$ cat src/rtl/turn_controller.sv
// rtl/turn_controller.sv - Score 4 match sequencer: turn countdown, win-check handshake, round/match scoring
//
// Ports:
//   clk, rst                 single clock, synchronous active-high reset
//   placed, mover            disc committed this cycle and the player who placed it
//   turn                     player currently to move (the other one wins on timeout)
//   board_full               all cells occupied; a non-winning final move is a draw
//   chk_req / chk_ack        level request to the win-checker / one-cycle completion pulse
//   chk_win                  checker result, qualified by chk_ack
//   new_game                 one-cycle pulse, restart the whole match
//   win                      freezes the state-update block during round and match end
//   round_rst                one-cycle board clear at the start of each new round
//   seconds_left             ticks remaining in the current turn
//   score0, score1           round wins per player, saturating at WINS_TO_MATCH
//   match_over, winner       match decided and by whom
module turn_controller #(
    parameter int TICK_DIV      = 50_000_000,
    parameter int TURN_TICKS    = 30,
    parameter int HOLD_TICKS    = 3,
    parameter int WINS_TO_MATCH = 3
) (
    input  logic       clk,
    input  logic       rst,
    input  logic       placed,
    input  logic       mover,
    input  logic       turn,
    input  logic       board_full,
    output logic       chk_req,
    input  logic       chk_ack,
    input  logic       chk_win,
    input  logic       new_game,
    output logic       win,
    output logic       round_rst,
    output logic [5:0] seconds_left,
    output logic [1:0] score0,
    output logic [1:0] score1,
    output logic       match_over,
    output logic       winner
);
    localparam int TW = $clog2(TICK_DIV);
    localparam int HW = $clog2(HOLD_TICKS + 1);
    localparam logic [TW-1:0] TICK_LAST = TW'(TICK_DIV - 1);
    localparam logic [HW-1:0] HOLD_LAST = HW'(HOLD_TICKS - 1);
    localparam logic [5:0]    TURN_INIT = 6'(TURN_TICKS);
    localparam logic [1:0]    WINS      = 2'(WINS_TO_MATCH);

    typedef enum logic [1:0] {PLAY, CHECK, ROUND_END, MATCH_END} state_t;

    state_t        state, state_nx;
    logic [TW-1:0] tick_cnt, tick_nx;
    logic [HW-1:0] hold_cnt, hold_nx;
    logic [5:0]    seconds_nx;
    logic [1:0]    score0_nx, score1_nx;
    logic          chk_req_nx, win_nx, round_rst_nx, match_over_nx, winner_nx;
    logic          mover_q, mover_nx;
    logic          counting, tick;

    assign counting = (state == PLAY) || (state == ROUND_END);
    assign tick     = counting && (tick_cnt == TICK_LAST);

    function automatic logic [1:0] sat_inc(input logic [1:0] s);
        return (s == WINS) ? s : s + 2'd1;
    endfunction

    always_comb begin
        state_nx      = state;
        tick_nx       = '0;
        hold_nx       = hold_cnt;
        seconds_nx    = seconds_left;
        score0_nx     = score0;
        score1_nx     = score1;
        chk_req_nx    = chk_req;
        win_nx        = win;
        round_rst_nx  = 1'b0;
        match_over_nx = match_over;
        winner_nx     = winner;
        mover_nx      = mover_q;

        if (counting && !tick) begin
            tick_nx = tick_cnt + TW'(1);
        end

        if (new_game) begin
            state_nx      = PLAY;
            score0_nx     = 2'd0;
            score1_nx     = 2'd0;
            match_over_nx = 1'b0;
            chk_req_nx    = 1'b0;
            win_nx        = 1'b0;
            round_rst_nx  = 1'b1;
            seconds_nx    = TURN_INIT;
            hold_nx       = '0;
        end else begin
            case (state)
                PLAY: begin
                    // A placement wins over a coincident tick: the countdown
                    // is frozen at its current value for the check.
                    if (placed) begin
                        mover_nx   = mover;
                        chk_req_nx = 1'b1;
                        state_nx   = CHECK;
                    end else if (tick) begin
                        if (seconds_left == 6'd1) begin
                            seconds_nx = 6'd0;
                            if (turn) score0_nx = sat_inc(score0);
                            else      score1_nx = sat_inc(score1);
                            win_nx   = 1'b1;
                            hold_nx  = '0;
                            state_nx = ROUND_END;
                        end else begin
                            seconds_nx = seconds_left - 6'd1;
                        end
                    end
                end
                CHECK: begin
                    if (chk_ack) begin
                        chk_req_nx = 1'b0;
                        if (chk_win) begin
                            if (mover_q) score1_nx = sat_inc(score1);
                            else         score0_nx = sat_inc(score0);
                            win_nx   = 1'b1;
                            hold_nx  = '0;
                            state_nx = ROUND_END;
                        end else if (board_full) begin
                            win_nx   = 1'b1;
                            hold_nx  = '0;
                            state_nx = ROUND_END;
                        end else begin
                            seconds_nx = TURN_INIT;
                            state_nx   = PLAY;
                        end
                    end
                end
                ROUND_END: begin
                    if (tick) begin
                        if (hold_cnt == HOLD_LAST) begin
                            if ((score0 == WINS) || (score1 == WINS)) begin
                                match_over_nx = 1'b1;
                                winner_nx     = (score0 != WINS);
                                state_nx      = MATCH_END;
                            end else begin
                                round_rst_nx = 1'b1;
                                win_nx       = 1'b0;
                                seconds_nx   = TURN_INIT;
                                state_nx     = PLAY;
                            end
                        end else begin
                            hold_nx = hold_cnt + HW'(1);
                        end
                    end
                end
                default: begin
                end
            endcase
        end

        // Every state entry, and every restart, begins a fresh tick period.
        if ((state_nx != state) || new_game) begin
            tick_nx = '0;
        end
    end

    always_ff @(posedge clk) begin
        if (rst) begin
            state        <= PLAY;
            tick_cnt     <= '0;
            hold_cnt     <= '0;
            seconds_left <= TURN_INIT;
            score0       <= 2'd0;
            score1       <= 2'd0;
            chk_req      <= 1'b0;
            win          <= 1'b0;
            round_rst    <= 1'b0;
            match_over   <= 1'b0;
            winner       <= 1'b0;
            mover_q      <= 1'b0;
        end else begin
            state        <= state_nx;
            tick_cnt     <= tick_nx;
            hold_cnt     <= hold_nx;
            seconds_left <= seconds_nx;
            score0       <= score0_nx;
            score1       <= score1_nx;
            chk_req      <= chk_req_nx;
            win          <= win_nx;
            round_rst    <= round_rst_nx;
            match_over   <= match_over_nx;
            winner       <= winner_nx;
            mover_q      <= mover_nx;
        end
    end
endmodule

$ cat config.mk
export PLATFORM = sky130hd
export DESIGN_NAME = turn_controller
export DESIGN_NICKNAME = d
export VERILOG_FILES = /design/src/rtl/turn_controller.sv
export SDC_FILE = /design/constraint.sdc
export NUM_CORES = 1
export LEC_CHECK = 0
export ABC_AREA = 1
export BUFFER_PORTS_ARGS = -buffer_cell sky130_fd_sc_hd__buf_4
export CORE_MARGIN = 4
export CORE_UTILIZATION = 35
export CTS_CLUSTER_SIZE = 40
export DETAILED_ROUTE_END_ITERATION = 16
export HOLD_SLACK_MARGIN = 0.05
export PLACE_DENSITY = 0.54
export SYNTH_ARGS = -nofsm -noshare
export SYNTH_HDL_FRONTEND = slang
export SYNTH_SLANG_ARGS = --single-unit
$ cat constraint.sdc
create_clock -name clk -period 2.21 [get_ports clk]
set_input_delay 0.3315 -clock clk [delete_from_list [all_inputs] [get_ports clk]]
set_output_delay 0.3315 -clock clk [all_outputs]
set_load 0.02 [all_outputs]
==> flow_metrics.env, run 1 <==
export IMPL_synth_cell_type_count=40
export IMPL_cts_max_path_buffers=2
export IMPL_ctsHoldBuffers=0
export IMPL_synth_warnings=0
export IMPL_initial_utilization_pct=36.42
export IMPL_crit_top_cell="inv_1"
export IMPL_top_usage_layer="met2"
export IMPL_synth_flop_cell="dfxtp_1"
export IMPL_grtUsageMet3_pct=3.078
export IMPL_cts_made_buffers=5
export IMPL_finClkSkew_ns=0.003615
export IMPL_yosysSeqAreaShare_pct=34.31
export IMPL_synthTopCellsByArea="dfxtp_1, nand2_1, nor3_2, inv_1, xor2_1"
export IMPL_slowest_delay_ns=0.32
export IMPL_worstSkewPairLatency_ns=0.30
export IMPL_die_area_sq_mm=0.009133
export IMPL_fin_nets=412
export IMPL_first_pass_iters=4
export IMPL_finalPower_mw=1.608
export IMPL_io_buffers=23
export IMPL_cts_root_buffer="clkbuf_8"
export IMPL_min_period_over_period_pct=91.34
export IMPL_synth_area_sq_mm=0.002684
export IMPL_crit_path_end_kind="flip-flop"
export IMPL_path_class="flip-flop to flip-flop"
export IMPL_crit_fanout=14
export IMPL_min_path_type="input pin to flip-flop"
export IMPL_cts_sinks=46
export IMPL_wire_per_inst_um=11.97
export IMPL_slowest_stage="dfxtp_1"
export IMPL_tritoncts="built"
export IMPL_finalSetupViolCount=0
export IMPL_finalHoldViolations=0
export IMPL_mostFrequentLayoutCell="nand2_1"
export IMPL_grt_pass1_wl_um=10230
export IMPL_synth_edff_count=0
export IMPL_max_cap_violations=0
export IMPL_die_y_um=95.57
export IMPL_synth_top_area_share_pct=34.31
export IMPL_overflow=0
export IMPL_globalRouteMet1Util_pct=17.47
export IMPL_vias=2396
export IMPL_worst_pin_slew_ns=0.4706
export IMPL_rows=31
export IMPL_post_route_drc_count=0
export IMPL_clkTransAtPathRegs_ns=0.09
export IMPL_cp_top_family="simple AND/OR/NAND/NOR gates"
export IMPL_ir_worst_vdd_mv=0.2462
export IMPL_required_ns=2.44
export IMPL_diodes=0
export IMPL_grt_pass1_vias=2280
export IMPL_slew_violations=0
export IMPL_status="finished clean"
export IMPL_fmax_ghz=0.4954
export IMPL_antenna_found_initial=0
export IMPL_htreeDepth=2
export IMPL_dieWidth_um=95.57
export IMPL_mappedNetlistNets=368
export IMPL_grt_max_degree=19
export IMPL_slew_headroom_pct=68.34
export IMPL_vias_per_cell=4.860
export IMPL_ys_ff_latch=46
export IMPL_io_pins=24
export IMPL_critPathArrivalTime_ns=2.25
export IMPL_drive_above_1_share_pct=24.62
export IMPL_crit_path_start_kind="flip-flop"
export IMPL_leakagePower_nw=1.242
export IMPL_wirelength_um=5899
export IMPL_most_common_layout_cells="nand2_1, inv_1, dfxtp_1"
export IMPL_fin_crit_ns=2.019
export IMPL_syn_inst=349
export IMPL_drt_antenna_violating_nets=0
export IMPL_routabilityCongestion=0.8377
export IMPL_drt_iter0_drc=56
export IMPL_use_met2_pct=23.51
export IMPL_syn_to_final_growth_pct=20.79
export IMPL_syn_avg_cell_area_sq_um=7.690
export IMPL_powerDensity_mw_per_mm2=496.1
export IMPL_yosysTopAreaCell="dfxtp_1"
export IMPL_rsz0062_at_grt="false"
export IMPL_cp_cell_sequence="inv_1 > ha_1 > inv_1 > a31oi_1 > o21ai_0 > nand2_1 > inv_1 > nand3_2 > nand2_2 > nand2_2 > nand2_4 > buf_12 > nor3_1"
export IMPL_core_area_sq_mm=0.007370
export IMPL_tns_ns=0
export IMPL_grt_usage_pct=13.99
export IMPL_postSynth_asyncResetShare_pct=0
export IMPL_dp_hpwl_um=4570
export IMPL_crit_buf_inv=4
==> per-layer routing <==
layer,up-vias,wire length (um)
met1,1100,2747
li1,1241,-
met3,7,224
met4,0,83
met2,48,2843
met5,-,0
==> cell families (layout without fill, tap and decap cells) <==
group,after synthesis,after routing,synth area share [%]
AOI/OAI and AO/OA,43,43,9.604
xor gates and xnor gates,22,22,7.179
adders and majority gates,10,10,4.662
buffers and inverters,58,103,8.997
DFF,46,46,34.31
and+or+nand+nor,170,170,35.24
==> sequential cells by signal, indices dropped and copies added (netlist names) <==
| signal | cells |
|---|---|
| tick_cnt | 26 |
| seconds_left | 6 |
| hold_cnt | 2 |
| score0 | 2 |
| score1 | 2 |
| state | 2 |
| chk_req | 1 |
| match_over | 1 |
| mover_q | 1 |
| round_rst | 1 |
| win | 1 |
| winner | 1 |
==> power breakdown <==
part	total [mW]	leakage [nW]	switching, mW	internal (mW)
logic	0.154	0.813	0.0916	0.0626
registers	0.841	0.372	0.00579	0.836
clock network	0.613	0.0575	0.296	0.316
total	1.61	1.24	0.394	1.21
==> stage by stage <==
step	area, sq um	util (%)	hold slack [ns]	instances	setup WS (ns)
2_1_floorplan	2684	-	0.4006	349	0.2600
5_1_grt	3242	43.99	0.2329	493	0.005824
3_5_place_dp	3114	42.26	0.4551	484	0.04430
4_1_cts	3224	43.75	0.2299	492	0.01775
3_3_place_gp	3114	42.26	0.4510	484	0.05834
6_report	3242	43.99	0.2353	493	0.1914
==> synthesized netlist by cell type, types with 2 or more instances <==
master,instances
a211oi_1,2
a31oi_1,3
inv_1,49
nor3_1,15
clkinv_1,2
nor2_2,4
nand3b_1,2
nor4_1,3
buf_6,2
nor3_2,21
nor2_4,2
a21oi_1,16
nand4_2,2
xnor2_1,6
nand3_2,5
o221ai_1,2
nand2_1,57
ha_1,10
buf_4,2
dfxtp_1,46
xor2_1,16
nand4_1,7
nand2_2,3
a2111oi_0,2
nand3_1,17
o211ai_1,2
o21ai_0,11
nor2_1,28
==> final timing paths <==
| path | start | endpoint | depth (start not counted) | slack, ns |
|---|---|---|---|---|
| max | state[1] | tick_cnt[0] | 13 | 0.19 |
| min | rst | mover_q | 2 | 0.24 |
| max reg2reg | state[1] | tick_cnt[0] | 13 | 0.19 |
| min reg2reg | tick_cnt[0] | tick_cnt[0] | 1 | 0.44 |
==> area by class of cell <==
cell class / instances / area (sq um)
clock buffer: 8 / 110.1
fill: 788 / 4128
inverter: 52 / 195.2
multi-input combinational: 245 / 1529
sequential: 46 / 923.4
tap: 99 / 123.9
timing repair buffer: 43 / 360.3
==> what timing repair did <==
item                                    in CTS  in global routing
buffers inserted                             0                  1
resized for setup                            0                  6
endpoints found under the setup margin       0                 36
Power figures use the tool's default switching activity.
==> run 2: changes to the inputs <==
--- a/config.mk
+++ b/config.mk
@@ -7,6 +7,7 @@
 export LEC_CHECK = 0
 export ABC_AREA = 1
 export BUFFER_PORTS_ARGS = -buffer_cell sky130_fd_sc_hd__buf_4
+export CORE_ASPECT_RATIO = 0.9
 export CORE_MARGIN = 4
 export CORE_UTILIZATION = 35
 export CTS_CLUSTER_SIZE = 40
==> flow_metrics.env, run 2 (synthesis results as in run 1) <==
export IMPL_status="finished clean"
export IMPL_grt_pass1_vias=2258
export IMPL_mostFrequentLayoutCell="nand2_1"
export IMPL_min_period_over_period_pct=93.51
export IMPL_dieWidth_um=100.3
export IMPL_wirelength_um=5949
export IMPL_initial_utilization_pct=35.75
export IMPL_syn_to_final_growth_pct=20.23
export IMPL_power_frac_clock_pct=38.9
export IMPL_fin_crit_ns=2.067
export IMPL_drt_antenna_violating_nets=0
export IMPL_diodes=0
export IMPL_slew_violations=0
export IMPL_crit_path_start_kind="flip-flop"
export IMPL_cts_max_path_buffers=2
export IMPL_largest_register_ffs=26
export IMPL_fin_nets=407
export IMPL_routabilityCongestion=0.8622
export IMPL_grt_max_degree=16
export IMPL_cts_sinks=46
export IMPL_regMostFlops="tick_cnt"
export IMPL_slowest_delay_ns=0.34
export IMPL_grt_pass1_wl_um=10310
export IMPL_ctsHoldBuffers=0
export IMPL_drive_above_1_share_pct=24.42
export IMPL_io_pins=24
export IMPL_n_fill_cell=790
export IMPL_switching_share_pct=24.29
export IMPL_first_pass_iters=4
export IMPL_regArea_sq_um=922.1
export IMPL_vias_per_cell=4.796
export IMPL_io_buffers=23
export IMPL_cp_top_family="simple AND/OR/NAND/NOR gates"
export IMPL_cts_made_buffers=5
export IMPL_drt_iter0_drc=98
export IMPL_leakagePower_nw=1.224
export IMPL_vias=2326
export IMPL_rows=30
export IMPL_finalPower_mw=1.631
export IMPL_dp_hpwl_um=4682
export IMPL_cts_root_buffer="clkbuf_8"
export IMPL_p_sw_uw=396.3
export IMPL_overflow=0
export IMPL_grt_usage_pct=13.80
export IMPL_rsz0062_at_grt="false"
export IMPL_fmax_ghz=0.4839
export IMPL_powerDensity_mw_per_mm2=505.6
export IMPL_die_area_sq_mm=0.009135
export IMPL_tritoncts="built"
export IMPL_htreeDepth=2
export IMPL_ir_worst_vdd_mv=0.2874
export IMPL_pwr_share_seq_pct=51.5
export IMPL_finalHoldViolations=0
export IMPL_core_area_sq_mm=0.007507
export IMPL_max_cap_violations=0
export IMPL_crit_fanout=7
export IMPL_crit_top_cell="nand2_1"
export IMPL_cp_cell_sequence="ha_1 > nor2_2 > nand2_1 > inv_1 > nor2_1 > nor4_1 > nand2_1 > buf_4 > a21oi_1 > o221ai_1"
export IMPL_critPathArrivalTime_ns=2.24
export IMPL_reg_largest_list="tick_cnt x26, seconds_left x6"
export IMPL_worst_pin_slew_ns=0.4763
export IMPL_post_route_drc_count=0
export IMPL_crit_buf_inv=2
export IMPL_finalSetupViolCount=0
export IMPL_wire_per_inst_um=12.27
export IMPL_finClkSkew_ns=0.01447
export IMPL_tns_ns=0
export IMPL_slew_headroom_pct=67.96
export IMPL_path_class="flip-flop to flip-flop"
export IMPL_die_y_um=91.08
export IMPL_crit_path_end_kind="flip-flop"
export IMPL_antenna_found_initial=0
export IMPL_multi_input_area_sq_mm=0.001540
export IMPL_required_ns=2.38
export IMPL_power_frac_comb_pct=9.6
export IMPL_slowest_stage="dfxtp_1"
export IMPL_clkTransAtPathRegs_ns=0.09
export IMPL_worstSkewPairLatency_ns=0.30
export IMPL_most_common_layout_cells="nand2_1, inv_1, dfxtp_1"
export IMPL_min_path_type="input pin to flip-flop"
export IMPL_p_int_mw=1.235
==> run 2: cell types whose count changed in the layout (fill, tap and decap cells not counted), sizes merged <==
cell      before  now
buf           43   38
bufinv         0    1
clkbuf         8    5
clkinv         2    1
clkinvlp       0    2
inv           50   51
==> run 2: final cells by class <==
class | count | share of cell area, %
multi-input cells | 245 | 47.73
inverters | 52 | 6.049
clock buffers | 5 | 2.133
flip-flops and latches | 46 | 28.58
clock inverters | 3 | 1.396
well taps | 96 | 3.722
repair buffers | 38 | 10.39
==> run 2: path summary, 6_finish.rpt <==
kind               startpoint  slack (ns)         endpoint  cells past startpoint
setup / recovery    score0[0]        0.14  seconds_left[3]                     10
hold / removal            rst        0.24          mover_q                      2
setup reg to reg    score0[0]        0.14  seconds_left[3]                     10
hold reg to reg   tick_cnt[0]        0.44      tick_cnt[0]                      1
==> run 2: what timing repair did <==
item	4_1_cts	5_1_grt
setup endpoints to repair	0	33
buffers inserted	0	1
endpoints found under the hold margin	0	0
gates resized for setup	0	9
==> run 2: per-layer routing <==
layer,track usage (%),share of wire (%),vias to the layer above
met5,0,0,-
met4,3.928,0.96,0
met3,2.765,3.8,5
met1,19.48,52,1040
met2,21.19,44,45
li1,-,-,1236
==> run 2: power by group through the flow <==
stage	registers [mW]	logic, mW	clock network [mW]
final	0.840	0.156	0.635
after global routing	0.842	0.175	0.690
after CTS	0.840	0.154	0.654
after detailed placement	0.859	0.153	0
after global placement	0.859	0.154	0
after floorplan	0.863	0.0838	0
==> run 2: metrics by stage <==
step	util [%]	cells	hold WS [ns]	setup slack, ns	area, sq um
floorplan	-	349	0.4006	0.2600	2684
global placement	41.10	476	0.4518	0.1657	3085
detailed placement	41.10	476	0.4475	0.1583	3085
CTS	42.62	484	0.2313	0.1298	3199
global route	42.98	485	0.2350	0.0009444	3227
finish	42.98	485	0.2415	0.1433	3227
==> run 2: worst reg2reg max path, stage by stage, from the launching register on <==
cell	delay, ns
dfxtp_1	0.34
ha_1	0.25
nor2_2	0.15
nand2_1	0.11
inv_1	0.09
nor2_1	0.07
nor4_1	0.26
nand2_1	0.23
buf_4	0.20
a21oi_1	0.13
o221ai_1	0.12
==> run 3: changes to the inputs <==
--- a/config.mk
+++ b/config.mk
@@ -5,15 +5,14 @@
 export SDC_FILE = /design/constraint.sdc
 export NUM_CORES = 1
 export LEC_CHECK = 0
-export ABC_AREA = 1
 export BUFFER_PORTS_ARGS = -buffer_cell sky130_fd_sc_hd__buf_4
 export CORE_ASPECT_RATIO = 0.9
 export CORE_MARGIN = 4
-export CORE_UTILIZATION = 35
+export CORE_UTILIZATION = 55
 export CTS_CLUSTER_SIZE = 40
 export DETAILED_ROUTE_END_ITERATION = 16
 export HOLD_SLACK_MARGIN = 0.05
-export PLACE_DENSITY = 0.54
+export PLACE_DENSITY = 0.77
 export SYNTH_ARGS = -nofsm -noshare
 export SYNTH_HDL_FRONTEND = slang
 export SYNTH_SLANG_ARGS = --single-unit
==> flow_metrics.env, run 3 <==
export IMPL_drt_antenna_violating_nets=0
export IMPL_yosysTopAreaCell="dfxtp_1"
export IMPL_slew_violations=0
export IMPL_violations="setup timing"
export IMPL_leakagePower_nw=1.173
export IMPL_finalPower_mw=1.494
export IMPL_synth_area_sq_mm=0.002587
export IMPL_crit_buf_inv=0
export IMPL_initial_utilization_pct=57.64
export IMPL_die_y_um=73.07
export IMPL_syn_avg_cell_area_sq_um=8.240
export IMPL_first_pass_iters=5
export IMPL_crit_path_start_kind="flip-flop"
export IMPL_syn_inst=314
export IMPL_ir_worst_vdd_mv=0.4380
export IMPL_grt_max_degree=27
export IMPL_finClkSkew_ns=0.006350
export IMPL_ys_ff_latch=46
export IMPL_synthXorXnorAreaFrac_pct=7.785
export IMPL_cts_root_buffer="clkbuf_8"
export IMPL_yosysSeqAreaShare_pct=35.59
export IMPL_max_cap_violations=0
export IMPL_rows=23
export IMPL_synth_most_common_cell="dfxtp_1"
export IMPL_synth_flop_cell="dfxtp_1"
export IMPL_overflow=0
export IMPL_slew_headroom_pct=56.68
export IMPL_clkTransAtPathRegs_ns=0.09
export IMPL_slowest_stage="or4_4"
export IMPL_most_common_layout_cells="buf_4, nor2_1, dfxtp_1"
export IMPL_mappedNetlistNets=333
export IMPL_post_route_drc_count=0
export IMPL_synth_edff_count=0
export IMPL_syn_to_final_growth_pct=26.50
export IMPL_synth_cell_type_count=53
export IMPL_setup_ws_ns=-0.04500
export IMPL_synthTopCellsByArea="dfxtp_1, xnor2_1, nor2_1, ha_1, inv_1"
export IMPL_io_pins=24
export IMPL_cts_made_buffers=5
export IMPL_postSynth_asyncResetShare_pct=0
export IMPL_tritoncts="built"
export IMPL_antenna_found_initial=0
export IMPL_fmax_ghz=0.4435
export IMPL_critPathLaunch="tick_cnt[18]"
export IMPL_hp_start="rst"
export IMPL_worst_pin_slew_ns=0.6498
export IMPL_post_synth_most_frequent_cells="dfxtp_1, nor2_1, inv_1"
export IMPL_grt_pass1_vias=2369
export IMPL_cp_cell_sequence="or4_4 > or4_4 > o31a_1 > or3_1 > a21oi_2"
export IMPL_htreeDepth=2
export IMPL_rsz0062_at_grt="true"
export IMPL_core_area_sq_mm=0.004489
export IMPL_routabilityCongestion=0.9242
export IMPL_wire_per_inst_um=14.65
export IMPL_path_class="flip-flop to flip-flop"
export IMPL_yosys_area_share_simple_pct=30.17
export IMPL_min_period_over_period_pct=102.0
export IMPL_drive_above_1_share_pct=27.81
export IMPL_critPathArrivalTime_ns=2.50
export IMPL_diodes=0
export IMPL_grt_usage_pct=22.84
export IMPL_vias=2507
export IMPL_ctsHoldBuffers=0
export IMPL_drt_iter0_drc=221
export IMPL_yosys_area_share_adder_pct=4.836
export IMPL_reg_largest_list="tick_cnt x26, seconds_left x6"
export IMPL_cts_sinks=46
export IMPL_powerDensity_mw_per_mm2=456.4
export IMPL_crit_top_cell="or4_4"
export IMPL_status="finished, violations left"
export IMPL_finalSetupViolCount=3
export IMPL_slowest_delay_ns=0.53
export IMPL_fin_nets=392
export IMPL_cts_max_path_buffers=2
export IMPL_vias_per_cell=5.750
export IMPL_crit_fanout=4
export IMPL_min_path_type="input pin to flip-flop"
export IMPL_die_area_sq_mm=0.005868
export IMPL_synth_warnings=0
export IMPL_fin_crit_ns=2.255
export IMPL_largest_register_ffs=26
export IMPL_dieWidth_um=80.30
export IMPL_synthMuxAreaShare_pct=0.7737
export IMPL_final_util_pct=72.91
export IMPL_grt_pass1_wl_um=10720
export IMPL_worstSkewPairLatency_ns=0.30
export IMPL_synth_compound_area_share_pct=14.99
export IMPL_dp_hpwl_um=4606
export IMPL_cp_top_family="simple AND/OR/NAND/NOR gates"
export IMPL_required_ns=2.45
export IMPL_crit_path_end_kind="flip-flop"
export IMPL_io_buffers=23
export IMPL_mostFrequentLayoutCell="buf_4"
export IMPL_synth_top_family_by_area="simple AND/OR/NAND/NOR gates"
export IMPL_rr_startpoint="tick_cnt[18]"
export IMPL_regMostFlops="tick_cnt"
export IMPL_synth_top_area_share_pct=35.59
export IMPL_wirelength_um=6389
export IMPL_finalHoldViolations=0
[run 3: changes by cell type after synthesis, sizes merged, moves of 5 or more]
cell,before,now
clkbuf,1,6
inv,50,20
nand2,61,16
nand3,22,14
nor2,34,43
nor3,36,14
or3,1,8
xnor2,6,19
xor2,16,4
[run 3: worst paths after layout]
kind	cells past startpoint	slack, ns	endpoint
hold reg to reg	1	0.47	win
setup reg to reg	5	-0.04	score1[0]
setup / recovery	5	-0.04	score1[0]
hold / removal	2	0.22	winner
[run 3: repair_timing]
action,in CTS,in global routing
setup endpoints to repair,3,37
resized for setup,5,17
setup buffers,3,0
pin swaps,6,3
[run 3: kinds of logic (layout without fill, tap and decap cells)]
logic type	after synthesis	after routing
simple gates	143	143
fa+ha+maj	10	10
compound gates	58	58
xor+xnor	23	23
buf+inv	32	92
mux	2	2
flops	46	46
[run 3: report_power, final]
group	internal (mW)	total, mW	switching (mW)
Clock	0.252	0.545	0.293
Combinational	0.0492	0.113	0.0639
Sequential	0.832	0.836	0.00353
[run 3: layer usage]
metal / GRT usage (%) / share of wire, % / up-vias
li1: - / - / 1251
met1: 30.03 / 45 / 1172
met2: 37.22 / 48 / 73
met3: 4.198 / 5.5 / 11
met4: 8.818 / 1.6 / 0
met5: 0 / 0 / -
[run 3: area by class of cell]
type | instances | area (sq um)
clock inverter | 2 | 12.51
fill | 370 | 1216
multi-input combinational | 236 | 1598
timing repair buffer | 64 | 496.7
inverter | 20 | 75.07
clock buffer | 6 | 82.58
tap | 62 | 77.57
sequential | 46 | 930.9
[run 3: worst reg2reg max path, cell delays in order (launching register included)]
cell and delay [ns]:
dfxtp_2 0.33, or4_4 0.53, or4_4 0.52, o31a_1 0.35
or3_1 0.34, a21oi_2 0.12
[run 3: through the flow]
stage | instance area (sq um) | setup TNS, ns | std cells | hold slack, ns | worst slack (ns)
6_report | 3273 | -0.09872 | 436 | 0.2214 | -0.04500
5_1_grt | 3273 | -0.7192 | 436 | 0.2195 | -0.1177
4_1_cts | 3213 | -0.06437 | 436 | 0.2185 | -0.02261
3_5_place_dp | 3077 | -0.09368 | 425 | 0.4541 | -0.07605
3_3_place_gp | 3077 | -0.002597 | 425 | 0.4531 | -0.002597
2_1_floorplan | 2605 | -0.02753 | 314 | 0.4039 | -0.02753
